[src/rtl/pong_sfx_gen_pkg.sv]
// Shared types and constants for the Pong sound-effect generator: effect codes,
// sequencer states, note-table entries and default tone/decay parameters.
package pong_sfx_gen_pkg;

    localparam logic signed [31:0] AMP_DEFAULT         = 32'sd10000000;
    localparam int                 DECAY_SHIFT_DEFAULT = 9;
    localparam int                 GAP_SAMPLES_DEFAULT = 480;
    localparam int                 SAMPLE_RATE_HZ      = 48000;

    localparam int HP_W  = 19;
    localparam int DUR_W = 13;

    typedef enum logic [1:0] {
        SFX_NONE   = 2'd0,
        SFX_WALL   = 2'd1,
        SFX_PADDLE = 2'd2,
        SFX_SCORE  = 2'd3
    } sfx_id_e;

    typedef enum logic [1:0] {
        ST_IDLE = 2'd0,
        ST_PLAY = 2'd1,
        ST_GAP  = 2'd2
    } state_e;

    typedef struct packed {
        logic [HP_W-1:0]  half_period;
        logic [DUR_W-1:0] dur_samples;
        logic             last;
    } note_t;

    localparam note_t NOTE_WALL    = '{half_period: 19'd110619, dur_samples: 13'd2400, last: 1'b1};
    localparam note_t NOTE_PADDLE  = '{half_period: 19'd56818,  dur_samples: 13'd2400, last: 1'b1};
    localparam note_t NOTE_SCORE_0 = '{half_period: 19'd31888,  dur_samples: 13'd4800, last: 1'b0};
    localparam note_t NOTE_SCORE_1 = '{half_period: 19'd37936,  dur_samples: 13'd4800, last: 1'b0};
    localparam note_t NOTE_SCORE_2 = '{half_period: 19'd47801,  dur_samples: 13'd4800, last: 1'b1};
    // Non-zero fields keep the hp-1 / dur-1 compares well defined when nothing plays.
    localparam note_t NOTE_SILENT  = '{half_period: 19'd1,      dur_samples: 13'd1,    last: 1'b1};

endpackage

[src/rtl/pong_sfx_gen_sfx_note_rom.sv]
// Combinational note table: maps the playing effect and note index to its
// half-period, duration and last-note flag.
module pong_sfx_gen_sfx_note_rom
    import pong_sfx_gen_pkg::*;
(
    input  sfx_id_e    sfx_id_i,
    input  logic [1:0] note_idx_i,
    output note_t      note_o
);

    always_comb begin
        note_o = NOTE_SILENT;
        case (sfx_id_i)
            SFX_WALL:   note_o = NOTE_WALL;
            SFX_PADDLE: note_o = NOTE_PADDLE;
            SFX_SCORE: begin
                case (note_idx_i)
                    2'd0:    note_o = NOTE_SCORE_0;
                    2'd1:    note_o = NOTE_SCORE_1;
                    default: note_o = NOTE_SCORE_2;
                endcase
            end
            default:    note_o = NOTE_SILENT;
        endcase
    end

endmodule

[src/rtl/pong_sfx_gen.sv]
// Pong sound-effect source: arbitrates game events, sequences square-wave notes
// with stepped decay, and paces one sample write per free DAC FIFO slot.
module pong_sfx_gen
    import pong_sfx_gen_pkg::*;
#(
    parameter logic signed [31:0] AMP         = AMP_DEFAULT,
    parameter int                 DECAY_SHIFT = DECAY_SHIFT_DEFAULT,
    parameter int                 GAP_SAMPLES = GAP_SAMPLES_DEFAULT
) (
    input  logic               CLOCK_50,
    input  logic               reset,
    input  logic               evt_wall,
    input  logic               evt_paddle,
    input  logic               evt_score,
    input  logic               mute,
    input  logic               audio_out_allowed,
    output logic               write_audio_out,
    output logic signed [31:0] sample_out,
    output logic signed [31:0] left_channel_audio_out,
    output logic signed [31:0] right_channel_audio_out,
    output logic               busy,
    output logic [1:0]         sfx_id
);

    localparam int GAP_W = $clog2(GAP_SAMPLES);

    state_e             state_q, state_d;
    sfx_id_e            sfx_q, sfx_d;
    logic [1:0]         note_idx_q, note_idx_d;
    logic [DUR_W-1:0]   note_cnt_q, note_cnt_d;
    logic [GAP_W-1:0]   gap_cnt_q, gap_cnt_d;
    logic [HP_W-1:0]    tone_cnt_q, tone_cnt_d;
    logic               pol_q, pol_d;
    logic               wr_q, wr_d;
    logic signed [31:0] sample_q, sample_d;

    note_t              note;
    sfx_id_e            evt_prio;
    logic               accept;
    logic [DUR_W-1:0]   att_raw;
    logic [2:0]         att;
    logic signed [31:0] amp_att;

    pong_sfx_gen_sfx_note_rom u_note_rom (
        .sfx_id_i   (sfx_q),
        .note_idx_i (note_idx_q),
        .note_o     (note)
    );

    always_comb begin
        evt_prio = SFX_NONE;
        if (evt_score)       evt_prio = SFX_SCORE;
        else if (evt_paddle) evt_prio = SFX_PADDLE;
        else if (evt_wall)   evt_prio = SFX_WALL;
    end

    // Equal priority re-triggers, so a repeated hit restarts its own effect.
    assign accept = (evt_prio != SFX_NONE) && (evt_prio >= sfx_q);

    assign att_raw = note_cnt_q >> DECAY_SHIFT;
    assign att     = (att_raw > DUR_W'(7)) ? 3'd7 : att_raw[2:0];
    assign amp_att = AMP >>> att;

    always_ff @(posedge CLOCK_50 or posedge reset) begin
        if (reset) begin
            state_q    <= ST_IDLE;
            sfx_q      <= SFX_NONE;
            note_idx_q <= '0;
            note_cnt_q <= '0;
            gap_cnt_q  <= '0;
            tone_cnt_q <= '0;
            pol_q      <= 1'b1;
            wr_q       <= 1'b0;
            sample_q   <= '0;
        end else begin
            state_q    <= state_d;
            sfx_q      <= sfx_d;
            note_idx_q <= note_idx_d;
            note_cnt_q <= note_cnt_d;
            gap_cnt_q  <= gap_cnt_d;
            tone_cnt_q <= tone_cnt_d;
            pol_q      <= pol_d;
            wr_q       <= wr_d;
            sample_q   <= sample_d;
        end
    end

    always_comb begin
        state_d    = state_q;
        sfx_d      = sfx_q;
        note_idx_d = note_idx_q;
        note_cnt_d = note_cnt_q;
        gap_cnt_d  = gap_cnt_q;
        tone_cnt_d = tone_cnt_q;
        pol_d      = pol_q;
        if (accept) begin
            state_d    = ST_PLAY;
            sfx_d      = evt_prio;
            note_idx_d = '0;
            note_cnt_d = '0;
            gap_cnt_d  = '0;
            tone_cnt_d = '0;
            pol_d      = 1'b1;
        end else begin
            case (state_q)
                ST_PLAY: begin
                    // Tone phase runs on every clock; only note progress waits on writes.
                    if (tone_cnt_q >= note.half_period - 19'd1) begin
                        tone_cnt_d = '0;
                        pol_d      = ~pol_q;
                    end else begin
                        tone_cnt_d = tone_cnt_q + 19'd1;
                    end
                    if (wr_d) begin
                        if (note_cnt_q == note.dur_samples - 13'd1) begin
                            note_cnt_d = '0;
                            if (note.last) begin
                                state_d = ST_IDLE;
                                sfx_d   = SFX_NONE;
                            end else begin
                                state_d   = ST_GAP;
                                gap_cnt_d = '0;
                            end
                        end else begin
                            note_cnt_d = note_cnt_q + 13'd1;
                        end
                    end
                end
                ST_GAP: begin
                    if (wr_d) begin
                        if (gap_cnt_q == GAP_W'(GAP_SAMPLES - 1)) begin
                            gap_cnt_d  = '0;
                            state_d    = ST_PLAY;
                            note_idx_d = note_idx_q + 2'd1;
                        end else begin
                            gap_cnt_d = gap_cnt_q + GAP_W'(1);
                        end
                    end
                end
                default: ;
            endcase
        end
    end

    // A write cycle is always followed by an idle one so the controller can refresh its FIFO status.
    always_comb begin
        wr_d     = audio_out_allowed && !wr_q;
        sample_d = '0;
        if (wr_d && (state_q == ST_PLAY) && !mute) begin
            sample_d = pol_q ? amp_att : -amp_att;
        end
    end

    assign write_audio_out         = wr_q;
    assign sample_out              = sample_q;
    assign left_channel_audio_out  = sample_q;
    assign right_channel_audio_out = sample_q;
    assign busy                    = (state_q != ST_IDLE);
    assign sfx_id                  = sfx_q;

endmodule

[config.mk]
export PLATFORM = sky130hd
export DESIGN_NAME = pong_sfx_gen
export DESIGN_NICKNAME = d
export VERILOG_FILES = /design/src/rtl/pong_sfx_gen_pkg.sv /design/src/rtl/pong_sfx_gen_sfx_note_rom.sv /design/src/rtl/pong_sfx_gen.sv
export SDC_FILE = /design/constraint.sdc
export NUM_CORES = 1
export LEC_CHECK = 0
export ABC_AREA = 1
export CAP_MARGIN = 40
export CELL_PAD_IN_SITES_DETAIL_PLACEMENT = 1
export CELL_PAD_IN_SITES_GLOBAL_PLACEMENT = 2
export CORE_ASPECT_RATIO = 1.5
export CORE_MARGIN = 1
export CORE_UTILIZATION = 33
export CTS_BUF_LIST = sky130_fd_sc_hd__clkbuf_4
export DETAILED_ROUTE_END_ITERATION = 16
export HOLD_SLACK_MARGIN = 0.03
export MAX_ROUTING_LAYER = met4
export PLACE_DENSITY_LB_ADDON = 0.1
export RECOVER_POWER = 50
export SYNTH_ARGS = -nofsm -noshare
export SYNTH_HDL_FRONTEND = slang
export SYNTH_SLANG_ARGS = --single-unit
[constraint.sdc]
create_clock -name CLOCK_50 -period 9.2 [get_ports CLOCK_50]
set_input_delay 1.38 -clock CLOCK_50 [delete_from_list [all_inputs] [get_ports CLOCK_50]]
set_output_delay 1.38 -clock CLOCK_50 [all_outputs]
set_load 0.03 [all_outputs]
==> results.toml, run 1 <==
[floorplanning]
die_w_um = 110
rows = 58
io_pins = 107
dieHeight_um = 164
start_util_pct = 34.1
core_area_um2 = 17000
die-area_um2 = 18100

[clock_network]
post_cts_resized = 0
cts_sinks = 81
cts_root_buffer = "clkbuf_4"
hold_buffers = 0
cts_setup_buffers = 0
cts_buffers = 9
cts.clk_slew.worst_paths_ps = 150
htreeDepth = 3
cts_tree = "yes"
cts_buffer_depth = 2
clk_latency_ps = 460

[worst_setup_path]
slowest_stage = "clkbuf_1"
crit_arrival_ps = 4880
crit_path_max_fanout = 53
critPathBufInv = 3
startpoint_type = "input pin"
cp_slowest_stage_delay_ps = 2070
crit_chain = "dlygate4sd3_1 -> clkinvlp_2 -> clkbuf_1"
worst-setup-path-type = "in2async"
cp.required_ps = 9170
endpoint_kind = "async pin"
path_delay_family = "buffers and inverters"

[timing]
period_share_pct = 53.4
fin_skew_ps = 29.8
worst_pin_slew_ps = 2830
hold_violations = 0
finalMaxSlewViolations = 54
max_freq_mhz = 203
fin_crit_ps = 4920
setup_viol = 0
relSlewSlack_pct = -88.6
fin_tns_setup_ps = 0
rsz0062_at_grt = "no"
finalWorstSetupSlack_ps = 4280

[global_routing]
grt_util_met3_pct = 2.62
use_met1_pct = 20.0
gr-total-overflow = 0
grt_pass1_vias = 5374
grt_max_degree = 54
met2_usage_pct = 37.5
busiest_layer = "met2"
grt_util_all_layers_pct = 19.7
antenna_found_initial = 1
grt_pass1_wl_um = 26600

[place]
port_buffers = 106
place_ws_ps = 4750
gp_congestion = 0.821
hpwl_um = 13000

[detailed_routing]
via_count = 5132
detailedRoute.firstIterationViolations = 196
drtPass1Iterations = 4
drc = 0
wl_per_cell_um = 15.8
wirelength_um = 16100
vias_per_cell = 5.03
drtAntennaViolNets = 0

[logic_synthesis]
ys_types = 45
synthArstFlopShare_pct = 100
yosysMostFrequentCell = "nand2_1"
synth_top_family_by_area = "simple AND/OR/NAND/NOR gates"
synth_mux_area_share_pct = 0
synth_xor_area_share_pct = 1.82
seq_area_frac_synth_pct = 35.0
synth_edf_count = 0
synth_area_per_cell_um2 = 7.54
synth-simple-area-share_pct = 27.6
yosysWarnings = 0
yosys_most_used_dff = "dfrtp_1"
ys_top_cells_by_area = "dfrtp_1, nand2_1, buf_4"
ys_ff_latch = 81
synthAdderAreaFrac_pct = 8.22
synth_compound_area_share_pct = 11.3
synth.top_cells.by_count = "nand2_1, dfrtp_1, nor2_1"
yosys.area.top_type = "dfrtp_1"
synthCells = 767
yosysTopAreaCellShare_pct = 34.6
syn_area_um2 = 5790

[finish]
fill_cells = 2108
syn2layout_area_growth_pct = 14.9
final_nets = 849
fin_util_pct = 39.2
layout-drive-gt1-share_pct = 8.16

[pwr]
power_density_nw_per_um2 = 190
seqPwrFrac_pct = 33.0
leakage_nw = 3.16
p_int_w = 0.000631
sw_frac_of_total_pct = 50.1
p_switching_w = 0.000634
ir_drop_uv = 92.7
p_comb_share_pct = 50.6
p_clk_share_pct = 16.4
power.total_w = 0.00127

[job]
cap_violations = 1

[run_status]
violations = "max-capacitance violations, max-slew violations"
status = "finished with violations"

[worst_hold_path]
holdCritPathClass = "reg2reg"
-- layout make-up --
cell class                      instances  area (um^2)  area share, %
Multi-Input combinational cell        516         2830           42.6
Clock buffer                            9         67.6           1.02
Tap cell                              210          263           3.95
Clock inverter                          7         57.6          0.865
Inverter                               88          332           4.99
Antenna cell                            1         2.50         0.0376
Timing Repair Buffer                  108         1070           16.1
Sequential cell                        81         2030           30.5
-- per-stage QoR --
| stage | instances | cell area [um^2] | hold slack, ps |
|---|---|---|---|
| after floorplan | 768 | 5790 | 442 |
| after global placement | 1002 | 6530 | 438 |
| after detailed placement | 1003 | 6540 | 436 |
| after CTS | 1019 | 6660 | 456 |
| after global routing | 1020 | 6650 | 482 |
| final | 1020 | 6650 | 446 |
-- state kept, by name, summed over array words and instances (netlist names) --
signal                  flops
state_q                     2
gap_cnt_q                   9
left_channel_audio_out     32
tone_cnt_q                 19
pol_q                       1
sfx_id                      2
write_audio_out             1
note_cnt_q                 13
note_idx_q                  2
-- path summary, 6_finish.rpt --
kind,start,end,slack [ps],cells past startpoint
min reg2reg,write_audio_out,write_audio_out,450,1
min,write_audio_out,write_audio_out,450,1
max in group CLOCK_50,evt_score,note_cnt_q[4],5230,13
max,reset,note_idx_q[1],4280,3
min in group asynchronous,reset,gap_cnt_q[3],1670,2
max reg2reg,sfx_id[0],tone_cnt_q[0],5570,19
-- routing by layer --
| layer | part of all wire, % | routed length [um] |
|---|---|---|
| met5 | 0 | 0 |
| met4 | 2.6 | 420 |
| met3 | 3.3 | 538 |
| met1 | 39 | 6270 |
| met2 | 55 | 8890 |
-- power groups by stage --
stage | registers, W | logic [W] | clock network [W]
after floorplan | 0.000431 | 0.000481 | 0
after global placement | 0.000422 | 0.000636 | 0
after detailed placement | 0.000424 | 0.000654 | 0
after CTS | 0.000418 | 0.000656 | 0.000217
after global routing | 0.000424 | 0.000725 | 0.000229
final | 0.000417 | 0.000640 | 0.000208
-- cells in the final DEF (no fill, tap or decap), types with 2 or more instances in the layout --
cell,instances
nand2_2,7
nand3_4,2
xnor2_1,2
nor3_1,24
nor2_2,8
a31oi_1,7
conb_1,2
nand2_1,162
o21ai_0,33
o21ai_1,8
inv_6,3
nand3_1,35
ha_1,38
a21oi_4,4
nand2_4,2
clkdlybuf4s50_1,81
a21oi_1,49
xor2_1,10
nand4_1,25
clkbuf_4,9
clkbuf_1,2
o31ai_1,2
nor2_4,3
inv_2,15
clkinvlp_4,2
inv_1,71
nor2_1,78
dfrtp_1,80
dlygate4sd3_1,25
-- kinds of logic after synthesis --
logic type | after synthesis
buffers and inverters | 171
other | 1
XOR/XNOR | 12
flip-flops | 81
adder cells (fa/ha/maj) | 38
AND/OR/NAND/NOR | 352
AO/OA/AOI/OAI | 112
No activity file was read; power rests on OpenSTA's default activity.
==> run 2, diff against run 1 <==
--- a/config.mk
+++ b/config.mk
@@ -11,7 +11,7 @@
 export CELL_PAD_IN_SITES_GLOBAL_PLACEMENT = 2
 export CORE_ASPECT_RATIO = 1.5
 export CORE_MARGIN = 1
-export CORE_UTILIZATION = 33
+export CORE_UTILIZATION = 31
 export CTS_BUF_LIST = sky130_fd_sc_hd__clkbuf_4
 export DETAILED_ROUTE_END_ITERATION = 16
 export HOLD_SLACK_MARGIN = 0.03
==> constraint.sdc (replaced) <==
create_clock -name CLOCK_50 -period 5.1 [get_ports CLOCK_50]
set_input_delay 0.765 -clock CLOCK_50 [delete_from_list [all_inputs] [get_ports CLOCK_50]]
set_output_delay 0.765 -clock CLOCK_50 [all_outputs]
set_load 0.03 [all_outputs]
==> run 2 against run 1 <==
Against the previous run: the run still ends with max-capacitance violations, max-slew violations left; non-clock buffer count is 1 higher; largest cell class unchanged; die area grew 6.4%; cell area rose by 0.79%; largest power group unchanged; count of clock-buffer cells in the layout is the same; combinational power increased by 84%; register-to-register slack worse by 4100 ps.
==> results.toml, run 2 (synthesis results as in run 1) <==
[timing]
fin_crit_ps = 3600
fin_tns_setup_ps = 0
max_freq_mhz = 278
rsz0062_at_grt = "no"
holdWs_ps = 461
worst_pin_slew_ps = 2470
hold_violations = 0
relSlewSlack_pct = -65.0
setup_viol = 0
finalMaxSlewViolations = 47
period_share_pct = 70.5
finalWorstSetupSlack_ps = 1500
fin_skew_ps = 31.3

[floorplanning]
rows = 60
io_pins = 107
start_util_pct = 32.0
die-area_um2 = 19200
dieHeight_um = 169
core_area_um2 = 18100
die_w_um = 114

[worst_setup_path]
critPathBufInv = 1
r2r_start = "sfx_id[0]"
critPathMostFrequentCell = "nand2_1"
reg2reg_depth = 19
cp_slowest_stage_delay_ps = 570
path_delay_family = "simple AND/OR/NAND/NOR gates"
startpoint_type = "register"
rrSetupSlack_ps = 1500
crit_path_max_fanout = 14
crit_chain = "ha_1 -> a31oi_2 -> inv_1 -> nor2_1 -> ha_1 -> nand2_1 -> xor2_1 -> ha_1 -> nand2_1 -> nand2_1 -> nand2_1 -> nand2_1 -> nand2_1 -> nand2_1 -> nand2_1 -> nand3_1 -> nor2_4 -> nand2_2 -> a21boi_0"
crit_arrival_ps = 3990
slowest_stage = "dfrtp_1"
cp.required_ps = 5490
r2r-end = "tone_cnt_q[0]"
endpoint_kind = "register"
worst-setup-path-type = "reg2reg"

[clock_network]
cts_tree = "yes"
cts_buffers = 9
cts_sinks = 81
htreeDepth = 3
hold_buffers = 0
post_cts_resized = 0
clk_latency_ps = 490
cts_setup_buffers = 0
cts_buffer_depth = 2
cts.clk_slew.worst_paths_ps = 140
cts_root_buffer = "clkbuf_4"

[global_routing]
grt_max_degree = 47
grt_pass1_wl_um = 27900
grt_util_all_layers_pct = 19.1
antenna_found_initial = 1
gr-total-overflow = 0
grt_pass1_vias = 5410

[detailed_routing]
wirelength_um = 16700
drtPass1Iterations = 4
drc = 0
via_count = 5146
vias_per_cell = 4.86
drtAntennaViolNets = 0
wl_per_cell_um = 15.8
detailedRoute.firstIterationViolations = 127

[worst_hold_path]
holdCritPathClass = "reg2reg"
hold_end = "write_audio_out"
hold_depth = 1
worstHoldStart = "write_audio_out"

[place]
dp_cells = 1042
gp_congestion = 0.838
place_ws_ps = 1240
port_buffers = 106
hpwl_um = 13300
place_area_um2 = 6610

[finish]
layout_commonest_cell = "nand2_1"
fin_area_um2 = 6700
layout-drive-gt1-share_pct = 8.15
largest_register_ff_count = 32
final_cell_mix = "nand2_1, clkdlybuf4s50_1, dfrtp_1"
fin_cells = 1059
final_nets = 850
syn2layout_area_growth_pct = 15.8
fill_cells = 2247

[run_status]
violations = "max-capacitance violations, max-slew violations"
status = "finished with violations"

[pwr]
power_density_nw_per_um2 = 344
ir_drop_uv = 153
leakage_nw = 3.15

[job]
cap_violations = 1
[run 2: cell types whose count changed in the layout (fill, tap and decap cells not counted)]
cell	change
clkdlybuf4s50_1	+5
dlygate4sd3_1	-5
clkbuf_1	+1
clkinv_4	+1
clkinvlp_4	-1
o21ai_0	+1
o21ai_1	-1
[run 2: final cells by class]
class                           count  area [um^2]  share of cell area (%)
Clock inverter                      7         58.8                   0.877
Clock buffer                        9         67.6                    1.01
Sequential cell                    81         2030                    30.3
Multi-Input combinational cell    516         2830                    42.2
Tap cell                          248          310                    4.63
Timing Repair Buffer              109         1070                    16.0
Antenna cell                        1         2.50                  0.0373
Inverter                           88          332                    4.95
[run 2: how the worst max path moves through the flow]
stage / startpoint / end / slack [ps] / cells past startpoint
2_1_floorplan: sfx_id[0] / tone_cnt_q[10] / 2040 / 20
3_3_place_gp: evt_score / note_cnt_q[11] / 1350 / 12
3_5_place_dp: evt_score / note_cnt_q[11] / 1240 / 12
4_1_cts: sfx_id[0] / tone_cnt_q[0] / 1480 / 19
5_1_grt: reset / note_cnt_q[9] / 1020 / 3
6_report: sfx_id[0] / tone_cnt_q[0] / 1500 / 19
[run 2: stage by stage]
step | total power, W | utilization (%)
after CTS | 0.00236 | 37.2
after floorplan | 0.00165 | -
final | 0.00231 | 37.0
after detailed placement | 0.00197 | 36.5
after global placement | 0.00193 | 36.4
after global routing | 0.00250 | 37.0
[run 2: power by group]
part | switching [W] | internal (W) | total (W)
logic | 0.000835 | 0.000345 | 0.00118
clock network | 0.000271 | 0.000109 | 0.000380
registers | 0.0000629 | 0.000686 | 0.000749
[run 2: layer usage]
layer,share of wire [%],global-route usage (%),vias up
met2,54,36.3,118
li1,-,-,2509
met3,2.9,2.00,24
met4,2.3,7.49,0
met5,0,-,-
met1,40,19.9,2495
